File: src/rtl/fifo_stream_reader.sv
// -----------------------------------------------------------------------------
// fifo_stream_reader
//
// Read-side controller for the single-clock FIFO (registered read port with
// one cycle of read latency). It pops words with rd_en and presents them in
// FIFO order on a valid/ready stream. A two-entry output buffer (head + skid)
// with credit accounting means the block never overreads the FIFO and still
// sustains one word per cycle. Delivered words are counted for debug.
//
// Optional feature: define FIFO_RD_BURST_EN to start reading only once the
// FIFO level reaches BURST_THR and to end each burst when the FIFO runs empty.
// With the macro undefined, reading starts on the first available word and
// RUN persists through transient empties until enable drops.
//
// Ports:
//   clk           rising-edge clock, shared with the FIFO
//   rst           asynchronous active-low reset
//   enable        permits new FIFO reads while high
//   buf_out       FIFO read data, valid the cycle after rd_en
//   buf_empty     FIFO empty flag
//   fifo_counter  FIFO occupancy
//   rd_en         FIFO pop request, one word per asserted cycle
//   m_data        stream data (head of the output buffer)
//   m_valid       m_data valid
//   m_ready       consumer accepts when m_valid && m_ready at a rising edge
//   rd_count      words accepted downstream (wraps at 16 bits)
//   busy          high whenever the controller is not IDLE
// -----------------------------------------------------------------------------
module fifo_stream_reader #(
  parameter int DATA_W    = 8,
  parameter int CNT_W     = 8,
  parameter int BURST_THR = 16
) (
  input  logic              clk,
  input  logic              rst,
  input  logic              enable,
  input  logic [DATA_W-1:0] buf_out,
  input  logic              buf_empty,
  input  logic [CNT_W-1:0]  fifo_counter,
  output logic              rd_en,
  output logic [DATA_W-1:0] m_data,
  output logic              m_valid,
  input  logic              m_ready,
  output logic [15:0]       rd_count,
  output logic              busy
);

  // state | meaning
  // ------+-------------------------------------------------------------
  // IDLE  | nothing buffered or in flight, no reads issued
  // RUN   | issuing reads whenever FIFO has data and a buffer credit exists
  // STOP  | no new reads; in-flight word is captured, buffer drains
  typedef enum logic [1:0] {
    IDLE = 2'd0,
    RUN  = 2'd1,
    STOP = 2'd2
  } state_e;

  localparam logic [CNT_W-1:0] THR = CNT_W'(BURST_THR);

  state_e state_q, state_d;

  logic [1:0]        occ_q, occ_d;
  logic              inflight_q, inflight_d;
  logic [DATA_W-1:0] head_q, head_d;
  logic [DATA_W-1:0] skid_q, skid_d;
  logic [15:0]       rd_count_q, rd_count_d;

  logic       pop;
  logic [2:0] credit_used;
  logic       start_cond;
  logic       run_exit;
  logic       drained;

  assign pop = m_valid && m_ready;

  // Words already owned by the buffer once this cycle's pop is accounted for.
  // Reading only while this is below 2 guarantees the in-flight word always
  // has a slot when it lands next cycle.
  assign credit_used = {1'b0, occ_q} + {2'b00, inflight_q} - {2'b00, pop};

  assign drained = (occ_q == 2'd0) && !inflight_q;

`ifdef FIFO_RD_BURST_EN
  assign start_cond = enable && (fifo_counter >= THR);
  assign run_exit   = !enable || buf_empty;
`else
  assign start_cond = enable && !buf_empty;
  assign run_exit   = !enable;

  logic unused_cnt;
  assign unused_cnt = ^{fifo_counter, THR};
`endif

  // ---------------------------------------------------------------------------
  // FSM: state register
  // ---------------------------------------------------------------------------
  always_ff @(posedge clk or negedge rst) begin
    if (!rst) begin
      state_q <= IDLE;
    end else begin
      state_q <= state_d;
    end
  end

  // ---------------------------------------------------------------------------
  // FSM: next state
  // ---------------------------------------------------------------------------
  always_comb begin
    state_d = state_q;
    unique case (state_q)
      IDLE: begin
        if (start_cond) begin
          state_d = RUN;
        end
      end
      RUN: begin
        if (run_exit) begin
          state_d = STOP;
        end
      end
      STOP: begin
        // Re-arming straight from STOP avoids a dead IDLE cycle when enable
        // returns before the buffer has drained.
        if (start_cond) begin
          state_d = RUN;
        end else if (drained) begin
          state_d = IDLE;
        end
      end
      default: state_d = IDLE;
    endcase
  end

  // ---------------------------------------------------------------------------
  // FSM: outputs
  // ---------------------------------------------------------------------------
  always_comb begin
    rd_en = 1'b0;
    busy  = 1'b0;
    unique case (state_q)
      IDLE: begin
        rd_en = 1'b0;
        busy  = 1'b0;
      end
      RUN: begin
        rd_en = !buf_empty && (credit_used < 3'd2);
        busy  = 1'b1;
      end
      STOP: begin
        rd_en = 1'b0;
        busy  = 1'b1;
      end
      default: begin
        rd_en = 1'b0;
        busy  = 1'b0;
      end
    endcase
  end

  // ---------------------------------------------------------------------------
  // Output buffer and counters
  // ---------------------------------------------------------------------------
  always_comb begin
    head_d     = head_q;
    skid_d     = skid_q;
    occ_d      = occ_q + {1'b0, inflight_q} - {1'b0, pop};
    inflight_d = rd_en;
    rd_count_d = rd_count_q;

    if (pop) begin
      rd_count_d = rd_count_q + 16'd1;
      if (occ_q == 2'd2) begin
        head_d = skid_q;
      end
    end

    // The returning word goes to whichever slot is the tail after this
    // cycle's pop, so ordering stays strictly FIFO.
    if (inflight_q) begin
      if ((occ_q == 2'd0) || ((occ_q == 2'd1) && pop)) begin
        head_d = buf_out;
      end else begin
        skid_d = buf_out;
      end
    end
  end

  always_ff @(posedge clk or negedge rst) begin
    if (!rst) begin
      occ_q      <= 2'd0;
      inflight_q <= 1'b0;
      head_q     <= '0;
      skid_q     <= '0;
      rd_count_q <= 16'd0;
    end else begin
      occ_q      <= occ_d;
      inflight_q <= inflight_d;
      head_q     <= head_d;
      skid_q     <= skid_d;
      rd_count_q <= rd_count_d;
    end
  end

  assign m_valid  = (occ_q != 2'd0);
  assign m_data   = head_q;
  assign rd_count = rd_count_q;

endmodule
File: config.mk
export PLATFORM = sky130hd
export DESIGN_NAME = fifo_stream_reader
export DESIGN_NICKNAME = d
export VERILOG_FILES = /design/src/rtl/fifo_stream_reader.sv
export SDC_FILE = /design/constraint.sdc
export NUM_CORES = 1
export LEC_CHECK = 0
export CORE_MARGIN = 4
export CORE_UTILIZATION = 51
export CTS_CLUSTER_SIZE = 28
export DETAILED_ROUTE_END_ITERATION = 7
export PLACE_DENSITY = 0.84
export SYNTH_ARGS = -nofsm -noshare
export SYNTH_HDL_FRONTEND = slang
export SYNTH_SLANG_ARGS = --single-unit
File: constraint.sdc
create_clock -name clk -period 4.3 [get_ports clk]
set_clock_uncertainty 0.2 [all_clocks]
set_input_delay 0.43 -clock clk [delete_from_list [all_inputs] [get_ports clk]]
set_output_delay 0.43 -clock clk [all_outputs]
set_load 0.005 [all_outputs]
==> results of run 1 <==
-- power groups by stage --
| stage | sequential, mW | combinational (mW) | clock [mW] |
|---|---|---|---|
| final | 0.574 | 0.466 | 0.179 |
| after global routing | 0.597 | 0.523 | 0.203 |
| after CTS | 0.575 | 0.476 | 0.185 |
| after detailed placement | 0.582 | 0.473 | 0 |
| after global placement | 0.572 | 0.449 | 0 |
| after floorplan | 0.555 | 0.272 | 0 |
-- sequential cells by signal, indices dropped and copies added, names as in the netlist --
name,cells
m_data,8
state_q,2
occ_q,2
inflight_q,1
skid_q,8
rd_count,16
-- Yosys cell counts, types with 2 or more instances --
cell type | instances | area, sq um
a21oi_1 | 2 | 10.01
nor2_1 | 6 | 22.52
inv_1 | 4 | 15.01
nor3_1 | 2 | 10.01
xor2_1 | 7 | 61.31
mux2_2 | 9 | 101.4
xnor2_1 | 9 | 78.83
ha_1 | 6 | 75.07
dfrtp_1 | 37 | 925.9
or2_2 | 2 | 12.51
nand3_1 | 4 | 20.02
o21ai_0 | 9 | 45.04
nand2_1 | 18 | 67.56
mux2i_1 | 9 | 90.09
nor2b_1 | 2 | 12.51
-- area by class of cell --
type / instances / area, sq um
flip-flops and latches: 37 / 925.9
fillers: 242 / 925.9
multi-input cells: 101 / 755.7
repair buffers: 40 / 395.4
well taps: 44 / 55.05
clock buffers: 5 / 37.54
clock inverters: 3 / 17.52
inverters: 4 / 15.01
-- cells by family after synthesis --
family | share of synthesized area, %
AOI/OAI and AO/OA | 5.548
xor gates and xnor gates | 8.176
adders and majority gates | 5.547
buffers and inverters | 1.897
DFF | 54.01
muxes | 11.17
and+or+nand+nor | 13.65
-- layer usage --
metal	vias up	part of all wire (%)	wire length, um
met5	-	0	0
met4	0	1.9	64
met3	8	6.7	225
met2	41	47	1582
met1	582	44	1468
li1	586	-	-
-- what timing repair did --
| item | in CTS | in global routing |
|---|---|---|
| endpoints found under the hold margin | 37 | 0 |
| hold buffers | 1 | 0 |
| endpoints found under the setup margin | 0 | 0 |
-- worst min path at each step --
| stage | from | end | slack (ns) | depth (start not counted) |
|---|---|---|---|---|
| 2_1_floorplan | rst | inflight_q | -0.07 | 0 |
| 3_3_place_gp | rd_count[15] | rd_count[15] | 0.26 | 1 |
| 3_5_place_dp | rd_count[15] | rd_count[15] | 0.27 | 1 |
| 4_1_cts | rd_count[15] | rd_count[15] | 0.29 | 1 |
| 5_1_grt | rd_count[15] | rd_count[15] | 0.31 | 1 |
| 6_report | rd_count[15] | rd_count[15] | 0.29 | 1 |
==> impl_metrics.ini, run 1 <==
[run_status]
status = completed

[critical_path]
cp_data_arrival_time_ns = 3.12
rrSetupSlack_ns = 1.77
slowest_delay_ns = 0.57
cp_num_cells = 9
crit_buf_inv = 1
cp-end-kind = output pin
critical-path-top-delay-family = simple AND/OR/NAND/NOR gates
crit_start = occ_q[1]
rr_endpoint = inflight_q
crit_path_end = rd_en
crit_fanout = 9
rr_worst_depth = 8
crit_required_ns = 3.67
crit_slowest_cell = clkdlybuf4s50_1
crit_type = reg2out
r2r-start = occ_q[1]
crit_path_cell_trace = or2_2 > nand2_1 > or2_2 > nand2_1 > ha_1 > fa_1 > xnor2_1 > nor4b_1 > clkdlybuf4s50_1
start_kind = flop

[sta]
slew_headroom_pct = 45.86
drv_slew = 0
period_minus_slack_ns = 3.755
min_period_over_period_pct = 87.32
hold_slack_ns = 0.2865
rsz0062_at_grt = false
finalHoldViolCount = 0
fin_tns_setup_ns = 0
fin_ws_ns = 0.5453
tightest_slew_ns = 0.8121
fmax_mhz = 266.3
final-setup-viol-count = 0

[global_route]
grt-ovfl-total = 0
antenna_found_initial = 0
use_met2_pct = 26.53
gr-usage-met1_pct = 22.74
grt_pass1_vias = 1244
use_met3_pct = 6.973
grt_pass1_wl_mm = 5.789
grt_max_degree = 38
top_usage_layer = met2
grt_usage_pct = 17.62

[placement]
place_area_sq_um = 2137
place_congestion = 0.7485
post-place-ws_ns = 0.5798
place_hpwl_mm = 2.423
port_buffers = 39
dp_cells = 225

[detailed_routing]
antenna_left = 0
vias_per_cell = 5.201
wl_per_cell_um = 14.28
first_pass_iters = 4
drt_wl_total_mm = 3.341
drtIter0Drc = 44
route.detailed.drc = 0
vias = 1217

[floorplanning]
rows = 20
die_w_um = 65.98
dieArea_sq_um = 4353
coreArea_sq_um = 3128
die_h_um = 65.98
io_pins = 48
start_util_pct = 54.80

[cts]
clock_sinks = 37
postCtsSetupRepairBufs = 0
cts_made_buffers = 5
cts-root-buf = clkbuf_4
tritoncts = done
clk_path_buf_depth = 2
htreeDepth = 2
clkLatencyLatePin_ns = 0.34
cts_resized = 0
path_clk_slew_ns = 0.11

[pwr]
switching_share_pct = 33.21
leakage_nw = 1.003
ir_drop_uv = 422.1
power_mw = 1.219
pwr-share-seq_pct = 47.1
p_switching_mw = 0.4049
clkPwrFrac_pct = 14.6
p_comb_share_pct = 38.2
cellPowerDensity_nw_per_um2 = 553.6
internal_power_mw = 0.8142

[synthesis]
synthDistinctLibCells = 34
synth_nets = 173
synthFlopType = dfrtp_1
synth-seq-cells = 37
synthCells = 145
syn_area_sq_um = 1714
ys_seq_area_share_pct = 54.01
avgSynthCellArea_sq_um = 11.82
synthArstFlopShare_pct = 100.0
synth_warnings = 0
synth-edff-count = 0

[cells_and_area]
fin_util_pct = 70.40
final_cells = 234
diodes = 0
final_layout_size_suffix_gt1_share_pct = 13.16
fin_nets = 217
final_area_sq_um = 2202
mostFrequentLayoutCells = clkdlybuf4s50_1 (38), dfrtp_1 (37), nand2_1 (18)
final_common_cell = clkdlybuf4s50_1
syn_to_final_growth_pct = 28.47

[flow_run]
cap_violations = 0

[min_path]
hp-class = reg2reg
No activity file was read; power rests on OpenSTA's default activity.
==> run 2: changes to the inputs <==
CORE_MARGIN = 2   (was 4)
CORE_UTILIZATION = 45   (was 51)
PLACE_DENSITY = 0.76   (was 0.84)
clock period = 3.68 ns   (was 4.3 ns; I/O delays follow)
==> run 2 against run 1 <==
Against the previous run: sequential share of layout area is 1.5 points lower; via count is 0.49% lower; sequential cell count stayed put; clock power is 100% higher; global-route usage is 0.12 points higher; first-iteration DRC count is 4.5% lower; cell count is 2.1% higher; critical path type unchanged.
==> impl_metrics.ini, run 2 (synthesis gave the netlist of run 1 again) <==
[critical_path]
crit_fanout = 7
crit_type = reg2out
crit_start = occ_q[0]
crit_buf_inv = 1
cp_data_arrival_time_ns = 2.91
crit_required_ns = 3.11
r2r-start = occ_q[0]
crit_path_cell_trace = or2_2 > nand2_2 > or2_2 > nand2_1 > ha_1 > fa_1 > xnor2_1 > nor4b_2 > clkdlybuf4s50_1
start_kind = flop
cp-end-kind = output pin
crit_slowest_cell = clkdlybuf4s50_1
cp_common_cell = or2_2
rrSetupSlack_ns = 1.30
slowest_delay_ns = 0.55
critical-path-top-delay-family = simple AND/OR/NAND/NOR gates

[cts]
htreeDepth = 2
cts-root-buf = clkbuf_8
tritoncts = done
cts_made_buffers = 5
path_clk_slew_ns = 0.07
clkLatencyLatePin_ns = 0.28
clock_sinks = 37
clk_path_buf_depth = 2

[pwr]
switching_share_pct = 30.51
pwr-share-seq_pct = 41.2
cellPowerDensity_nw_per_um2 = 702.2
p_comb_share_pct = 36.3
internal_power_mw = 1.115
leakage_nw = 1.036
p_switching_mw = 0.4898
clkPwrFrac_pct = 22.5
power_mw = 1.605
ir_drop_uv = 383.7

[detailed_routing]
antenna_left = 0
wl_per_cell_um = 14.12
route.detailed.drc = 0
vias = 1211
drtIter0Drc = 42
wl_met2_mm = 1.623
highest_layer = met4
vias_per_cell = 5.067
dr_wl_met3_um = 155
met1Wirelength_mm = 1.585
drt_wl_total_mm = 3.375
first_pass_iters = 4

[sta]
drv_slew = 0
tightest_slew_ns = 0.8089
fin_tns_setup_ns = 0
rsz0062_at_grt = false
slew_headroom_pct = 46.08
min_period_over_period_pct = 94.47
final-setup-viol-count = 0
finalHoldViolCount = 0
period_minus_slack_ns = 3.477
fmax_mhz = 287.6

[global_route]
grt-ovfl-total = 0
grt_max_degree = 38
grt_pass1_vias = 1222
grt_pass1_wl_mm = 5.747
grt_usage_pct = 17.74
antenna_found_initial = 0

[cells_and_area]
syn_to_final_growth_pct = 33.36
largest_reg_flops = 16
final_common_cell = clkdlybuf4s50_1
mostFrequentLayoutCells = clkdlybuf4s50_1 (38), dfrtp_1 (36), nand2_1 (17)
diodes = 0
final_layout_size_suffix_gt1_share_pct = 14.66
fin_nets = 218

[placement]
place_congestion = 0.7273
place_hpwl_mm = 2.416
port_buffers = 39

[floorplanning]
dieArea_sq_um = 4319
io_pins = 48
rows = 22
coreArea_sq_um = 3661
die_h_um = 65.72
die_w_um = 65.72
start_util_pct = 46.82

[min_path]
hp-class = reg2reg
worstHoldStart = rd_count[15]

[flow_run]
cap_violations = 0

[run_status]
status = completed
run 2: cell types whose count changed in the layout (fill, tap and decap cells not counted), sizes merged:
cell      change
clkinvlp      -1
bufinv        +1
clkbuf        +2
clkinv        -2
buf           +1
run 2: power groups by stage:
stage	sequential [mW]	clock (mW)	combinational, mW
after CTS	0.659	0.369	0.585
after floorplan	0.649	0	0.317
after global routing	0.682	0.399	0.653
after detailed placement	0.665	0	0.581
final	0.661	0.362	0.582
after global placement	0.657	0	0.546
run 2: metal layers:
metal / track usage (%) / vias up
met2: 26.89 / 31
met5: 0 / -
met3: 6.336 / 2
met4: 3.125 / 0
li1: - / 586
met1: 24.80 / 592
run 2: worst paths after layout:
kind | to | depth (start not counted)
max | rd_en | 9
min | rd_count[15] | 1
max reg2reg | inflight_q | 8
min reg2reg | rd_count[15] | 1
max in group asynchronous | occ_q[0] | 2
min in group asynchronous | skid_q[1] | 2
run 2: worst reg2reg max path: stages, from the launching register on:
cell	delay [ns]
dfrtp_2	0.45
or2_2	0.33
nand2_2	0.11
or2_2	0.14
nand2_1	0.05
ha_1	0.19
fa_1	0.38
xnor2_1	0.16
nor4b_2	0.27
run 2: stage by stage:
stage          worst slack (ns)  instance area (sq um)  util [%]  hold slack, ns  instances
2_1_floorplan            0.9780                   1714         -         -0.1276        145
3_3_place_gp             0.1923                   2150     58.71          0.2619        230
3_5_place_dp            0.05058                   2150     58.71          0.2721        230
4_1_cts                 0.02341                   2276     62.17          0.2806        239
5_1_grt                 0.02880                   2286     62.44          0.3087        239
6_report                 0.2035                   2286     62.44          0.2755        239
run 2: cell type report:
type | count | area [sq um]
Tap cell | 48 | 60.06
Sequential cell | 37 | 927.1
Timing Repair Buffer | 41 | 402.9
Clock buffer | 7 | 86.33
Clock inverter | 1 | 30.03
Multi-Input combinational cell | 101 | 764.5
Inverter | 4 | 15.01
Fill cell | 312 | 1375
run 2: timing repair:
item                                    in CTS  in global routing
endpoints found under the setup margin       0                  1
setup buffers                                0                  0
resized for setup                            0                  3
hold buffers                                 1                  0
endpoints found under the hold margin       37                  0
==> run 3: changes to the inputs <==
CELL_PAD_IN_SITES_DETAIL_PLACEMENT = 1   (was default)
CELL_PAD_IN_SITES_GLOBAL_PLACEMENT = 1   (was default)
CORE_UTILIZATION = 37   (was 45)
PLACE_DENSITY = 0.79   (was 0.76)
==> run 3 against run 2 <==
Against the previous run: sequential power hardly changed; core utilization is 11 points lower; worst setup slack worse by 0.085 ns; clock power is 21% lower; combinational power is 5.2% higher; cell area is 0.44% lower; register-to-register slack worse by 0.07 ns; non-clock buffer count is 1 higher; critical endpoint unchanged; highest routed layer unchanged.
==> impl_metrics.ini, run 3 (synthesis gave the netlist of run 1 again) <==
[min_path]
hp-class = reg2reg

[pwr]
clkPwrFrac_pct = 18.3
pwr-share-seq_pct = 42.4
leakage_nw = 1.031
internal_power_mw = 1.032
switching_share_pct = 33.71
ir_drop_uv = 325.5
cellPowerDensity_nw_per_um2 = 684.3
p_comb_share_pct = 39.3
power_mw = 1.558
p_switching_mw = 0.5251

[critical_path]
critical-path-top-delay-family = simple AND/OR/NAND/NOR gates
crit_path_end = rd_en
crit_type = reg2out
r2r-start = occ_q[0]
rr_worst_depth = 8
slowest_delay_ns = 0.55
crit_path_cell_trace = or2_2 > nand2_1 > or2_2 > nand2_1 > ha_1 > fa_1 > xnor2_1 > nor4b_4 > clkdlybuf4s50_1
cp-end-kind = output pin
cp_num_cells = 9
rrSetupSlack_ns = 1.23
crit_required_ns = 3.11
crit_buf_inv = 1
crit_slowest_cell = clkdlybuf4s50_1
start_kind = flop
rr_endpoint = inflight_q
cp_data_arrival_time_ns = 2.99
crit_start = occ_q[0]
crit_fanout = 7

[cells_and_area]
final_layout_size_suffix_gt1_share_pct = 14.58
multi_input_area_sq_um = 770.7
fin_nets = 219
syn_to_final_growth_pct = 32.77
final_common_cell = clkdlybuf4s50_1
diodes = 0
area.sequential_sq_um = 925.9
mostFrequentLayoutCells = clkdlybuf4s50_1 (39), dfrtp_1 (37), nand2_1 (18)
n_fill_cell = 459
largest_reg_flops = 16
final_area_sq_um = 2276

[global_route]
grt-ovfl-total = 0
grt_max_degree = 38
grt_usage_pct = 16.85
grt_pass1_vias = 1422
grt_pass1_wl_mm = 6.720
antenna_found_initial = 0

[placement]
place_area_sq_um = 2175
place_hpwl_mm = 2.800
port_buffers = 39
place_congestion = 0.7562

[cts]
cts-root-buf = clkbuf_8
postCtsSetupRepairBufs = 0
clkLatencyLatePin_ns = 0.30
cts_made_buffers = 5
path_clk_slew_ns = 0.08
htreeDepth = 2
clock_sinks = 37
tritoncts = done
clk_path_buf_depth = 2

[detailed_routing]
drt_wl_total_mm = 3.889
route.detailed.drc = 0
drtIter0Drc = 65
first_pass_iters = 3
antenna_left = 0
vias = 1277
wl_per_cell_um = 15.94
vias_per_cell = 5.234

[flow_run]
cap_violations = 0

[sta]
finalHoldViolCount = 0
tightest_slew_ns = 0.8774
period_minus_slack_ns = 3.562
final-setup-viol-count = 0
drv_slew = 0
fmax_mhz = 280.7
min_period_over_period_pct = 96.79
slew_headroom_pct = 41.25
hold_slack_ns = 0.2688

[floorplanning]
dieArea_sq_um = 5193
rows = 24
coreArea_sq_um = 4414
io_pins = 48
die_h_um = 72.07
start_util_pct = 38.83
die_w_um = 72.07

[run_status]
status = completed
run 3: final cells by class:
class | instances | area share [%]
flip-flops and latches | 37 | 40.68
multi-input cells | 101 | 33.86
repair buffers | 42 | 18.14
clock buffers | 5 | 3.024
well taps | 52 | 2.859
clock inverters | 3 | 0.7697
inverters | 4 | 0.6597
run 3: layer usage:
metal	vias up	wire [um]	global-route usage (%)
met4	0	61	6.080
met2	32	1913	28.34
met5	-	0	0
li1	586	-	-
met1	652	1717	20.68
met3	7	196	4.722
run 3: stage by stage:
step	setup TNS, ns	util, %	setup WS, ns	instances
5_1_grt	-0.02273	51.56	-0.02273	244
6_report	0	51.56	0.1180	244
3_3_place_gp	0	49.26	0.2098	236
3_5_place_dp	0	49.26	0.1013	236
4_1_cts	0	51.36	0.06666	244
2_1_floorplan	0	-	0.9780	145
run 3: worst min path at each step:
stage,depth (start not counted),slack (ns),from,to
5_1_grt,2,0.33,rst,m_data[4]
2_1_floorplan,0,-0.13,rst,inflight_q
3_5_place_dp,1,0.27,rd_count[15],rd_count[15]
3_3_place_gp,1,0.26,rd_count[15],rd_count[15]
4_1_cts,1,0.28,rd_count[15],rd_count[15]
6_report,1,0.27,rd_count[15],rd_count[15]
run 3: worst reg2reg max path: cells and delay by family (launching register included):
kind,cells,cell delay (ns)
xor+xnor,1,0.18
fa+ha+maj,2,0.56
simple gates,5,0.96
flops,1,0.45
run 3: power by group through the flow:
stage / registers [mW] / logic (mW) / clock network [mW]
after detailed placement: 0.668 / 0.594 / 0
after CTS: 0.661 / 0.607 / 0.293
after global routing: 0.684 / 0.677 / 0.313
final: 0.660 / 0.612 / 0.285
after global placement: 0.656 / 0.551 / 0
after floorplan: 0.649 / 0.317 / 0
run 3: repair_timing:
action	CTS	global route
hold endpoints to repair	0	0
hold buffers	0	0
pin swaps	0	0
resized for setup	1	1
setup endpoints to repair	1	1
